File: config.mk
export PLATFORM = sky130hd
export DESIGN_NAME = sw_debounce
export DESIGN_NICKNAME = d
export VERILOG_FILES = /design/src/rtl/sw_db_pkg.sv /design/src/rtl/debounce_ch.sv /design/src/rtl/sw_debounce.sv
export SDC_FILE = /design/constraint.sdc
export NUM_CORES = 1
export LEC_CHECK = 0
export ABC_CLOCK_PERIOD_IN_PS = 8600
export CAP_MARGIN = 20
export CORE_UTILIZATION = 40
export CTS_BUF_LIST = sky130_fd_sc_hd__clkbuf_4 sky130_fd_sc_hd__clkbuf_8
export DETAILED_ROUTE_END_ITERATION = 16
export SLEW_MARGIN = 20
export SYNTH_ARGS = -nofsm -noshare
export SYNTH_HDL_FRONTEND = slang
export SYNTH_SLANG_ARGS = --single-unit
File: constraint.sdc
create_clock -name CLOCK_50 -period 8.6 [get_ports CLOCK_50]
set_input_delay 1.72 -clock CLOCK_50 [delete_from_list [all_inputs] [get_ports CLOCK_50]]
set_output_delay 1.72 -clock CLOCK_50 [all_outputs]
set_load 0.01 [all_outputs]
File: src/rtl/sw_db_pkg.sv
// Shared types and helpers for the slide-switch debouncer.
// Holds the per-channel FSM state encoding and the counter width calculation.
package sw_db_pkg;

    typedef enum logic [1:0] {
        ST_LO = 2'b00,
        WT_HI = 2'b01,
        ST_HI = 2'b10,
        WT_LO = 2'b11
    } db_state_t;

    // Narrowest counter that can hold 0..cycles-1; never narrower than one bit.
    function automatic int cnt_width(input int cycles);
        return (cycles <= 2) ? 1 : $clog2(cycles);
    endfunction

endpackage

File: src/rtl/debounce_ch.sv
// One switch channel: 2-flop synchroniser, counter-based debounce FSM and
// one-cycle rise/fall pulses registered alongside the accepted level.
module debounce_ch
    import sw_db_pkg::*;
#(
    parameter int DEBOUNCE_CYCLES = 500000
) (
    input  logic clk_i,
    input  logic rst_i,
    input  logic sw_i,
    output logic db_o,
    output logic rise_o,
    output logic fall_o
);

    localparam int                CNT_W   = cnt_width(DEBOUNCE_CYCLES);
    localparam logic [CNT_W-1:0]  CNT_MAX = CNT_W'(DEBOUNCE_CYCLES - 1);

    logic             sync1_q;
    logic             sync2_q;
    db_state_t        state_q, state_d;
    logic [CNT_W-1:0] cnt_q, cnt_d;
    logic             rise_q, rise_d;
    logic             fall_q, fall_d;

    always_ff @(posedge clk_i or posedge rst_i) begin
        if (rst_i) begin
            sync1_q <= 1'b0;
            sync2_q <= 1'b0;
            state_q <= ST_LO;
            cnt_q   <= '0;
            rise_q  <= 1'b0;
            fall_q  <= 1'b0;
        end else begin
            sync1_q <= sw_i;
            sync2_q <= sync1_q;
            state_q <= state_d;
            cnt_q   <= cnt_d;
            rise_q  <= rise_d;
            fall_q  <= fall_d;
        end
    end

    always_comb begin
        state_d = state_q;
        cnt_d   = cnt_q;
        rise_d  = 1'b0;
        fall_d  = 1'b0;
        case (state_q)
            ST_LO: begin
                if (sync2_q) begin
                    state_d = WT_HI;
                    cnt_d   = '0;
                end
            end
            WT_HI: begin
                if (!sync2_q) begin
                    state_d = ST_LO;
                    cnt_d   = '0;
                end else if (cnt_q == CNT_MAX) begin
                    state_d = ST_HI;
                    cnt_d   = '0;
                    rise_d  = 1'b1;
                end else begin
                    cnt_d = cnt_q + 1'b1;
                end
            end
            ST_HI: begin
                if (!sync2_q) begin
                    state_d = WT_LO;
                    cnt_d   = '0;
                end
            end
            WT_LO: begin
                if (sync2_q) begin
                    state_d = ST_HI;
                    cnt_d   = '0;
                end else if (cnt_q == CNT_MAX) begin
                    state_d = ST_LO;
                    cnt_d   = '0;
                    fall_d  = 1'b1;
                end else begin
                    cnt_d = cnt_q + 1'b1;
                end
            end
            default: begin
                state_d = ST_LO;
                cnt_d   = '0;
            end
        endcase
    end

    // The accepted level is high in ST_HI and while a fall is still pending.
    assign db_o   = (state_q == ST_HI) || (state_q == WT_LO);
    assign rise_o = rise_q;
    assign fall_o = fall_q;

endmodule

File: src/rtl/sw_debounce.sv
// Debounces N_CH slide switches ahead of the button PIO.
// Define SW_EDGE_LATCH_EN to add sticky rise flags (sw_edge) cleared by edge_clr.
module sw_debounce
    import sw_db_pkg::*;
#(
    parameter int N_CH            = 4,
    parameter int DEBOUNCE_CYCLES = 500000
) (
    input  logic            CLOCK_50,
    input  logic            reset,
    input  logic [N_CH-1:0] sw_raw,
    output logic [N_CH-1:0] sw_db,
    output logic [N_CH-1:0] sw_rise,
    output logic [N_CH-1:0] sw_fall
`ifdef SW_EDGE_LATCH_EN
    ,
    input  logic [N_CH-1:0] edge_clr,
    output logic [N_CH-1:0] sw_edge
`endif
);

    generate
        for (genvar gi = 0; gi < N_CH; gi++) begin : g_ch
            debounce_ch #(
                .DEBOUNCE_CYCLES(DEBOUNCE_CYCLES)
            ) u_ch (
                .clk_i (CLOCK_50),
                .rst_i (reset),
                .sw_i  (sw_raw[gi]),
                .db_o  (sw_db[gi]),
                .rise_o(sw_rise[gi]),
                .fall_o(sw_fall[gi])
            );
        end
    endgenerate

`ifdef SW_EDGE_LATCH_EN
    logic [N_CH-1:0] edge_q, edge_d;

    // Set has priority over clear so a rise coinciding with a clear is kept.
    assign edge_d = (edge_q & ~edge_clr) | sw_rise;

    always_ff @(posedge CLOCK_50 or posedge reset) begin
        if (reset) begin
            edge_q <= '0;
        end else begin
            edge_q <= edge_d;
        end
    end

    assign sw_edge = edge_q;
`endif

endmodule

After elaboration in Yosys (flattened, before gate mapping)
Cells that the tools add are included.
{"block": "word_totals", "elab_cells": 148, "register_bits": 100, "output_inout_bits": 12}
{"block": "op_classes", "n_reduce_logical": 16, "n_eq_ne": 32, "add_sub_neg": 4, "mux": 72}
{"operator": "two-way mux 19 bit", "n": 20}
{"operator": "case mux 19 bit (4 select lines)", "n": 4}
{"operator": "adder 19 x 1 -> 19 bit, second input constant", "n": 4}
{"operator": "equality test 19 bit, second input constant", "n": 4}
{"operator": "two-way mux 2 bit", "n": 24}
{"operator": "case mux 2 bit (4 select lines)", "n": 4}
{"operator": "two-way mux 1 bit", "n": 20}
{"operator": "equality test 2 bit, second input constant", "n": 8}
{"operator": "AND reduction 4 bit", "n": 4}
{"operator": "inequality test 3 x 1 -> 1 bit, second input constant", "n": 4}
{"operator": "inequality test 3 bit, second input constant", "n": 4}
{"operator": "equality test 2 x 1 -> 1 bit, second input constant", "n": 4}
{"operator": "logical NOT 2 bit", "n": 4}
{"operator": "inequality test 2 x 1 -> 1 bit, second input constant", "n": 4}
{"operator": "inequality test 2 bit, second input constant", "n": 4}
{"operator": "AND reduction 2 bit", "n": 4}
{"operator": "logical OR 1 bit", "n": 4}

Logic depth before layout (Yosys ltp)
Gate-level depths: netlist (run 1).
{"block": "logic_depth", "ltp_word": 4, "mapped_depth": 8}

Modules after synthesis
From an unflattened synthesis (run 1), not the netlist that was laid out.
{"block": "unflattened", "cells_unflattened": 552, "hier_area_um2": 5415.2}
{"mod": "debounce_ch at g_ch[0].u_ch ...", "n_inst": 3, "area_per_inst_um2": 1367.6, "cells_each": 140}
{"mod": "debounce_ch at g_ch[3].u_ch", "n_inst": 1, "area_per_inst_um2": 1312.5, "cells_each": 132}

Worst setup path before layout (run 1)
OpenSTA, ideal clock, no wires.
{"block": "synth_timing", "path_kind": "register to output", "startpoint": "register (tool-made name)", "endpoint": "output port sw_db[0]", "arrival_time_ns": 0.611, "path_stages_with_launch": 3, "path_slack_ns": 6.269, "path_cell_list": "dfrtp_1 -> clkbuf_1 -> buf_4"}
{"element": "end, declared", "line": "sw_debounce.sv:12", "rtl": "output logic [N_CH-1:0] sw_db,"}

==> metrics.txt, run 1 <==
# TYPE chip_impl_metric gauge
chip_impl_metric{name="wirelength",unit="microns"} 10300
chip_impl_metric{name="finalSetupViolations",unit=""} 0
chip_impl_info{name="worstHoldStart",value="g_ch[2].u_ch.sync1_q"} 1
chip_impl_metric{name="post_drt_wl_per_cell",unit="microns"} 14.3
chip_impl_info{name="tritoncts",value="built"} 1
chip_impl_metric{name="timing.reg2reg.worst_path_depth",unit=""} 6
chip_impl_metric{name="rrSetupSlack",unit="ns"} 6.21
chip_impl_metric{name="max_cap_violations",unit=""} 0
chip_impl_metric{name="area.growth.synth_to_final",unit="%"} 7.46
chip_impl_metric{name="timing.final.crit_period",unit="ns"} 3.09
chip_impl_info{name="largest_cells_by_area_after_synthesis",value="sky130_fd_sc_hd__dfrtp_1 (48%), sky130_fd_sc_hd__a31oi_1 (5.6%), sky130_fd_sc_hd__nand2_1 (4.6%), sky130_fd_sc_hd__a21oi_1 (3.4%), sky130_fd_sc_hd__nand3_1 (3.4%)"} 1
chip_impl_metric{name="via_per_inst",unit=""} 5.70
chip_impl_metric{name="cts_sinks",unit=""} 100
chip_impl_metric{name="floorplan.core_area",unit="sq mm"} 0.0126
chip_impl_metric{name="async_reset_ff_share",unit="%"} 100
chip_impl_metric{name="detailroute.via_count",unit=""} 4103
chip_impl_metric{name="largest_stage_delay_worst_path",unit="ns"} 0.56
chip_impl_metric{name="antenna_found_initial",unit=""} 0
chip_impl_metric{name="nets_in_the_synthesized_netlist",unit=""} 560
chip_impl_metric{name="fin_tns_setup",unit="ns"} 0
chip_impl_metric{name="multiInputGateArea",unit="sq mm"} 0.00240
chip_impl_info{name="synth-main-ff-cell",value="sky130_fd_sc_hd__dfrtp_1"} 1
chip_impl_info{name="ctsRootBufferMaster",value="sky130_fd_sc_hd__clkbuf_8"} 1
chip_impl_info{name="timing.critical_path.to_type",value="primary output"} 1
chip_impl_metric{name="layout.nets",unit=""} 553
chip_impl_metric{name="floorplan.initialDensity",unit="%"} 40.9
chip_impl_metric{name="netlist-cell-type-count",unit=""} 51
chip_impl_metric{name="critPathBufInv",unit=""} 1
chip_impl_metric{name="die_h",unit="microns"} 116
chip_impl_metric{name="boundaryPins",unit=""} 18
chip_impl_metric{name="dieWidth",unit="microns"} 116
chip_impl_metric{name="final.period_utilization",unit="%"} 35.9
chip_impl_info{name="critical_path.reg2reg.startpoint",value="g_ch[1].u_ch.cnt_q[0]"} 1
chip_impl_metric{name="number_of_buffers_created_by_cts",unit=""} 9
chip_impl_metric{name="layout.cells.non_filler",unit=""} 720
chip_impl_metric{name="route.detailed.drc",unit=""} 0
chip_impl_info{name="path_class",value="flop to primary output"} 1
chip_impl_metric{name="number_of_design_rule_violations_left_by_the_first_detailed_router_iteration",unit=""} 177
chip_impl_metric{name="placement.io_buffers",unit=""} 17
chip_impl_metric{name="h-tree-depth",unit=""} 3
chip_impl_metric{name="synthesis.area_per_instance",unit="sq um"} 9.39
chip_impl_metric{name="area.sequential",unit="sq mm"} 0.00250
chip_impl_metric{name="syn-instance-count",unit=""} 550
chip_impl_info{name="status",value="completed"} 1
chip_impl_metric{name="worst_slew_pin_slew",unit="ns"} 0.993
chip_impl_metric{name="die_area",unit="sq mm"} 0.0134
chip_impl_metric{name="ys_ff_latch",unit=""} 100
chip_impl_info{name="setup_repair_after_global_routing_missed_its_margin",value="false"} 1
chip_impl_metric{name="firstDrtPassIters",unit=""} 4
chip_impl_metric{name="grt.total_usage",unit="%"} 17.1
chip_impl_info{name="min_to",value="g_ch[2].u_ch.sync2_q"} 1
chip_impl_info{name="family_of_cells_with_the_greatest_summed_delay_on_the_critical_path",value="buffers and inverters"} 1
chip_impl_info{name="cp_slowest_cell",value="sky130_fd_sc_hd__clkdlybuf4s50_1"} 1
chip_impl_metric{name="numPlacedInstances",unit=""} 704
chip_impl_metric{name="worst_clock_skew_on_the_final_layout",unit="ns"} 0.0142
chip_impl_info{name="synth.top_cells.by_count",value="sky130_fd_sc_hd__dfrtp_1 (100), sky130_fd_sc_hd__nand2_1 (63), sky130_fd_sc_hd__a31oi_1 (46)"} 1
chip_impl_metric{name="dp.final_hpwl",unit="microns"} 6870
chip_impl_info{name="worst_setup_path_start_kind",value="flop"} 1
chip_impl_metric{name="critical_path_required",unit="ns"} 6.88
chip_impl_metric{name="yosysWarningCount",unit=""} 0
chip_impl_metric{name="synth_sequential_area_ratio",unit="%"} 48.4
chip_impl_metric{name="grt_pass1_wl",unit="microns"} 18200
chip_impl_metric{name="timing_max_transition_violations_final",unit=""} 0
chip_impl_info{name="most_repeated_cell_in_the_gate_level_netlist_after_synthesis",value="sky130_fd_sc_hd__dfrtp_1"} 1
chip_impl_metric{name="power.leakage",unit="nW"} 2.24
chip_impl_metric{name="power_per_cell_area",unit="mW/mm^2"} 197
chip_impl_metric{name="max_slew_margin",unit="%"} 33.8
chip_impl_metric{name="gr-total-overflow",unit=""} 0
chip_impl_info{name="post-synth-top-area-cell",value="sky130_fd_sc_hd__dfrtp_1"} 1
chip_impl_metric{name="antenna_cells",unit=""} 0
chip_impl_metric{name="grt_max_degree",unit=""} 52
chip_impl_metric{name="crit_path_max_fanout",unit=""} 5
chip_impl_metric{name="cts_repair_resize_count",unit=""} 0
chip_impl_metric{name="vdd_ir_drop_max",unit="mV"} 0.194
chip_impl_metric{name="first_global_vias",unit=""} 3820
chip_impl_metric{name="max_freq",unit="MHz"} 324
chip_impl_metric{name="finalHoldViolations",unit=""} 0
chip_impl_metric{name="nFillCells",unit=""} 1278
chip_impl_metric{name="placementRows",unit=""} 41
chip_impl_info{name="critical_path.cell_chain",value="clkdlybuf4s50_1"} 1
chip_impl_metric{name="netlist.area_leader.share",unit="%"} 48.4
chip_impl_metric{name="number_of_enable_flip_flop_cells_after_synthesis",unit=""} 0
chip_impl_metric{name="clk_transition_reported_paths",unit="ns"} 0.10
chip_impl_metric{name="min_path_cells",unit=""} 0
chip_impl_metric{name="final_layout_size_suffix_gt1_share",unit="%"} 6.57
chip_impl_metric{name="worst_skew_pair.late_latency",unit="ns"} 0.39
chip_impl_metric{name="synthesis.area",unit="sq mm"} 0.00517
chip_impl_metric{name="post-cts-setup-buffers",unit=""} 0
chip_impl_metric{name="worst-endpoint-arrival",unit="ns"} 1.37
chip_impl_metric{name="clk_path_buf_depth",unit=""} 2
chip_impl_info{name="path_type_of_the_worst_min_delay_path",value="flop to flop"} 1
chip_impl_metric{name="antenna_violating_nets_post_route",unit=""} 0
chip_impl_metric{name="gp_routability_congestion",unit=""} 0.756
chip_impl_metric{name="hold_buffers",unit=""} 0
[routing by layer]
layer	part of all wire (%)	global-route usage (%)
met1	48	23.0
met2	47	27.1
met3	3.5	3.45
met4	1.6	7.26
met5	0	0
[registers in the layout, indices dropped and copies added (netlist names), named ones only]
register and flops:
g_ch.u_ch.sync2_q 4, g_ch.u_ch.fall_o 4, g_ch.u_ch.sync1_q 4, g_ch.u_ch.rise_o 4
g_ch.u_ch.cnt_q 76, g_ch.u_ch.state_q 4
[kinds of logic (layout without fill, tap and decap cells)]
family          count (synthesis)  in the layout  synth area share [%]
fa+ha+maj                       4              4                 0.969
mux                            10             10                  2.08
flops                         100            100                  48.4
xor+xnor                       12             12                  2.03
buf+inv                        55             53                  5.28
simple gates                  220            220                  23.0
compound gates                149            149                  18.2
[how the worst max path moves through the flow]
stage,cells after the start,to,start,slack (ns)
finish,1,sw_db[3],flop,5.51
global route,1,sw_db[0],flop,5.43
CTS,1,sw_db[3],flop,5.48
detailed placement,3,g_ch[0].u_ch.cnt_q[12],reset,5.21
global placement,3,g_ch[0].u_ch.cnt_q[12],reset,5.25
floorplan,1,asynchronous set/reset pin,reset,4.26
[cells in the final DEF, fill, tap and decap left out, types with 6 or more instances in the layout]
cell	Yosys	routed
sky130_fd_sc_hd__mux2_2	6	6
sky130_fd_sc_hd__o21ai_0	31	31
sky130_fd_sc_hd__nand4_1	18	18
sky130_fd_sc_hd__dfrtp_1	100	100
sky130_fd_sc_hd__clkbuf_8	0	9
sky130_fd_sc_hd__nor3b_1	9	9
sky130_fd_sc_hd__nand2_1	63	63
sky130_fd_sc_hd__inv_1	18	17
sky130_fd_sc_hd__a21oi_1	35	35
sky130_fd_sc_hd__a22o_1	13	13
sky130_fd_sc_hd__xor2_1	8	8
sky130_fd_sc_hd__a31oi_1	46	45
sky130_fd_sc_hd__and4_1	9	9
sky130_fd_sc_hd__and3_1	13	13
sky130_fd_sc_hd__nand2b_1	7	7
sky130_fd_sc_hd__nor2_1	23	23
sky130_fd_sc_hd__nand3_1	35	35
sky130_fd_sc_hd__nor3_1	9	9
sky130_fd_sc_hd__clkdlybuf4s50_1	0	17
sky130_fd_sc_hd__and2_1	6	6
[power breakdown]
part / switching, mW / internal (mW) / leakage (nW)
Sequential: 0.0410 / 0.501 / 1.36
Combinational: 0.172 / 0.0919 / 0.787
Clock: 0.180 / 0.110 / 0.0886
[area by class of cell]
type	instances	share of cell area, %
clock buffer	9	2.23
clock inverter	7	1.04
inverter	18	1.26
multi-input combinational	395	43.2
sequential	100	45.1
tap	172	3.88
timing repair buffer	19	3.34
[through the flow]
stage | total power, mW | worst slack, ns | util [%] | cell area (sq um) | hold slack [ns]
after CTS | 1.11 | 5.48 | 44.0 | 5550 | 0.367
final | 1.10 | 5.51 | 44.0 | 5550 | 0.362
after global placement | 0.806 | 5.25 | 42.6 | 5370 | 0.337
after detailed placement | 0.816 | 5.21 | 42.6 | 5370 | 0.341
after global routing | 1.16 | 5.43 | 44.0 | 5550 | 0.382
after floorplan | 0.767 | 4.26 | - | 5170 | 0.331
Note: power is estimated with default switching activity, not from simulation.
==> inputs of run 2 (changes only) <==
ABC_CLOCK_PERIOD_IN_PS = 2500   (was 8600)
clock period = 2.5 ns   (was 8.6 ns; I/O delays follow)
==> run 2 against run 1 <==
The flow now finishes with violations (design-rule violations). Register-to-register slack got worse by 5.9 ns. Die area unchanged. Cell count grew 0.97%. Combinational power rose to 3.6 times the previous value. Critical path depth grew 5. Via count is 1.2% higher. Clock skew shrank 0.0056 ns. Clock power grew to 3.7 times the previous value. Largest power group unchanged.
==> metrics.txt, run 2 (synthesis results as in run 1) <==
# TYPE chip_impl_metric gauge
chip_impl_metric{name="wirelength",unit="microns"} 10600
chip_impl_metric{name="cts_sinks",unit=""} 100
chip_impl_metric{name="finalSetupViolations",unit=""} 0
chip_impl_metric{name="clk_transition_reported_paths",unit="ns"} 0.10
chip_impl_metric{name="floorplan.initialDensity",unit="%"} 40.9
chip_impl_info{name="most-common-layout-cells",value="sky130_fd_sc_hd__dfrtp_1 (100), sky130_fd_sc_hd__nand2_1 (63), sky130_fd_sc_hd__a31oi_1 (45)"} 1
chip_impl_info{name="critical_path.cell_chain",value="ha_1 > and4_1 > nand4_1 > o21ba_2 > nor2b_1 > mux2_2"} 1
chip_impl_metric{name="worst_skew_pair.late_latency",unit="ns"} 0.38
chip_impl_info{name="status",value="finished with violations"} 1
chip_impl_metric{name="multiInputGateArea",unit="sq mm"} 0.00240
chip_impl_metric{name="firstDrtPassIters",unit=""} 10
chip_impl_metric{name="h-tree-depth",unit=""} 3
chip_impl_metric{name="number_of_buffers_created_by_cts",unit=""} 9
chip_impl_metric{name="design_area",unit="sq mm"} 0.00564
chip_impl_metric{name="dieWidth",unit="microns"} 116
chip_impl_metric{name="detailed_place.area",unit="sq mm"} 0.00544
chip_impl_metric{name="numPlacedInstances",unit=""} 711
chip_impl_metric{name="placement.io_buffers",unit=""} 17
chip_impl_metric{name="timing_max_transition_violations_final",unit=""} 0
chip_impl_info{name="commonest_non_fill_non_tap_cell_in_the_layout",value="sky130_fd_sc_hd__dfrtp_1"} 1
chip_impl_metric{name="worst_clock_skew_on_the_final_layout",unit="ns"} 0.00870
chip_impl_metric{name="via_per_inst",unit=""} 5.71
chip_impl_metric{name="grt_max_degree",unit=""} 101
chip_impl_metric{name="place_worst_setup_slack",unit="ns"} 0.201
chip_impl_metric{name="gp_routability_congestion",unit=""} 0.813
chip_impl_metric{name="first_global_vias",unit=""} 3908
chip_impl_metric{name="gr-total-overflow",unit=""} 0
chip_impl_metric{name="critical_path_required",unit="ns"} 2.78
chip_impl_metric{name="nFillCells",unit=""} 1232
chip_impl_metric{name="largest_stage_delay_worst_path",unit="ns"} 0.44
chip_impl_metric{name="grt.total_usage",unit="%"} 17.4
chip_impl_metric{name="floorplan.core_area",unit="sq mm"} 0.0126
chip_impl_metric{name="final_layout_size_suffix_gt1_share",unit="%"} 7.93
chip_impl_metric{name="placementRows",unit=""} 41
chip_impl_metric{name="worst_slew_pin_slew",unit="ns"} 0.782
chip_impl_metric{name="dp.final_hpwl",unit="microns"} 7070
chip_impl_metric{name="hold_buffers",unit=""} 0
chip_impl_metric{name="antenna_found_initial",unit=""} 0
chip_impl_metric{name="antenna_violating_nets_post_route",unit=""} 0
chip_impl_metric{name="power_per_cell_area",unit="mW/mm^2"} 692
chip_impl_metric{name="area.growth.synth_to_final",unit="%"} 9.20
chip_impl_metric{name="layout.nets",unit=""} 560
chip_impl_metric{name="max_freq",unit="MHz"} 457
chip_impl_metric{name="route.detailed.drc",unit=""} 2
chip_impl_metric{name="fin_tns_setup",unit="ns"} 0
chip_impl_info{name="max_flop_register",value="g_ch.u_ch.cnt_q"} 1
chip_impl_metric{name="design_power_total",unit="mW"} 3.90
chip_impl_info{name="path_type_of_the_worst_min_delay_path",value="flop to flop"} 1
chip_impl_metric{name="clk_path_buf_depth",unit=""} 2
chip_impl_info{name="ctsRootBufferMaster",value="sky130_fd_sc_hd__clkbuf_8"} 1
chip_impl_metric{name="area.sequential",unit="sq mm"} 0.00250
chip_impl_info{name="path_class",value="flop to flop"} 1
chip_impl_metric{name="max_slew_margin",unit="%"} 47.7
chip_impl_metric{name="largest_register_ff_count",unit=""} 76
chip_impl_metric{name="max_cap_violations",unit=""} 0
chip_impl_info{name="failed_checks",value="design-rule violations"} 1
chip_impl_metric{name="die_h",unit="microns"} 116
chip_impl_metric{name="crit_path_max_fanout",unit=""} 31
chip_impl_metric{name="number_of_design_rule_violations_left_by_the_first_detailed_router_iteration",unit=""} 204
chip_impl_metric{name="vdd_ir_drop_max",unit="mV"} 0.488
chip_impl_metric{name="timing.final.crit_period",unit="ns"} 2.19
chip_impl_info{name="cp_slowest_cell",value="sky130_fd_sc_hd__o21ba_2"} 1
chip_impl_metric{name="post_drt_wl_per_cell",unit="microns"} 14.6
chip_impl_metric{name="worst-endpoint-arrival",unit="ns"} 2.46
chip_impl_metric{name="antenna_cells",unit=""} 0
chip_impl_metric{name="hold_ws",unit="ns"} 0.359
chip_impl_metric{name="grt_pass1_wl",unit="microns"} 18300
chip_impl_info{name="timing.critical_path.to_type",value="flop"} 1
chip_impl_info{name="tritoncts",value="built"} 1
chip_impl_metric{name="power.leakage",unit="nW"} 2.28
chip_impl_metric{name="detailroute.via_count",unit=""} 4151
chip_impl_metric{name="finalHoldViolations",unit=""} 0
chip_impl_metric{name="boundaryPins",unit=""} 18
chip_impl_info{name="worst_setup_path_start_kind",value="flop"} 1
chip_impl_info{name="setup_repair_after_global_routing_missed_its_margin",value="false"} 1
chip_impl_metric{name="setup_slack",unit="ns"} 0.313
chip_impl_metric{name="die_area",unit="sq mm"} 0.0134
chip_impl_metric{name="final_core_utilization",unit="%"} 44.7
chip_impl_metric{name="layout.cells.non_filler",unit=""} 727
chip_impl_metric{name="final.period_utilization",unit="%"} 87.5
==> run 2: cell types whose count changed in the layout (fill, tap and decap cells not counted), sizes merged <==
cell,change
buf,+7
bufinv,+1
clkbuf,+1
clkinv,+1
inv,-3
==> run 2: critical path, delay by kind of cell (launching register included) <==
family          cells  cell delay, ns
mux                 1            0.34
fa+ha+maj           1            0.25
simple gates        3            0.62
flops               1            0.43
compound gates      1            0.44
==> run 2: layer usage <==
metal	global-route usage, %	share of wire [%]
met4	6.07	1.5
met3	4.39	3.4
met5	0	0
met2	28.4	48
met1	22.5	47
==> run 2: worst paths after layout <==
kind                       cells past startpoint  slack, ns             startpoint                endpoint
setup / recovery                               6       0.31  g_ch[0].u_ch.cnt_q[1]                    flop
hold / removal                                 0       0.36   g_ch[1].u_ch.sync1_q    g_ch[1].u_ch.sync2_q
setup reg to reg                               6       0.31  g_ch[0].u_ch.cnt_q[1]                    flop
hold reg to reg                                0       0.36   g_ch[1].u_ch.sync1_q    g_ch[1].u_ch.sync2_q
max in group asynchronous                      3       1.49                  reset  g_ch[2].u_ch.cnt_q[10]
min in group asynchronous                      3       0.60                  reset  g_ch[3].u_ch.cnt_q[15]
==> run 2: cell type report <==
| cell class | instances | area share [%] |
|---|---|---|
| clock inverter | 6 | 1.29 |
| inverter | 18 | 1.26 |
| clock buffer | 10 | 2.33 |
| multi-input combinational | 395 | 42.5 |
| timing repair buffer | 26 | 4.44 |
| tap | 172 | 3.81 |
| sequential | 100 | 44.4 |
==> run 2: what timing repair did <==
| item | CTS | global route |
|---|---|---|
| setup endpoints to repair | 0 | 3 |
| resized for setup | 0 | 1 |
| setup buffers | 0 | 0 |
==> run 2: report_power, final <==
| group | total (mW) | leakage, nW | switching [mW] | internal, mW |
|---|---|---|---|---|
| clock network | 1.07 | 0.101 | 0.588 | 0.484 |
| registers | 1.87 | 1.36 | 0.145 | 1.72 |
| logic | 0.963 | 0.824 | 0.614 | 0.349 |
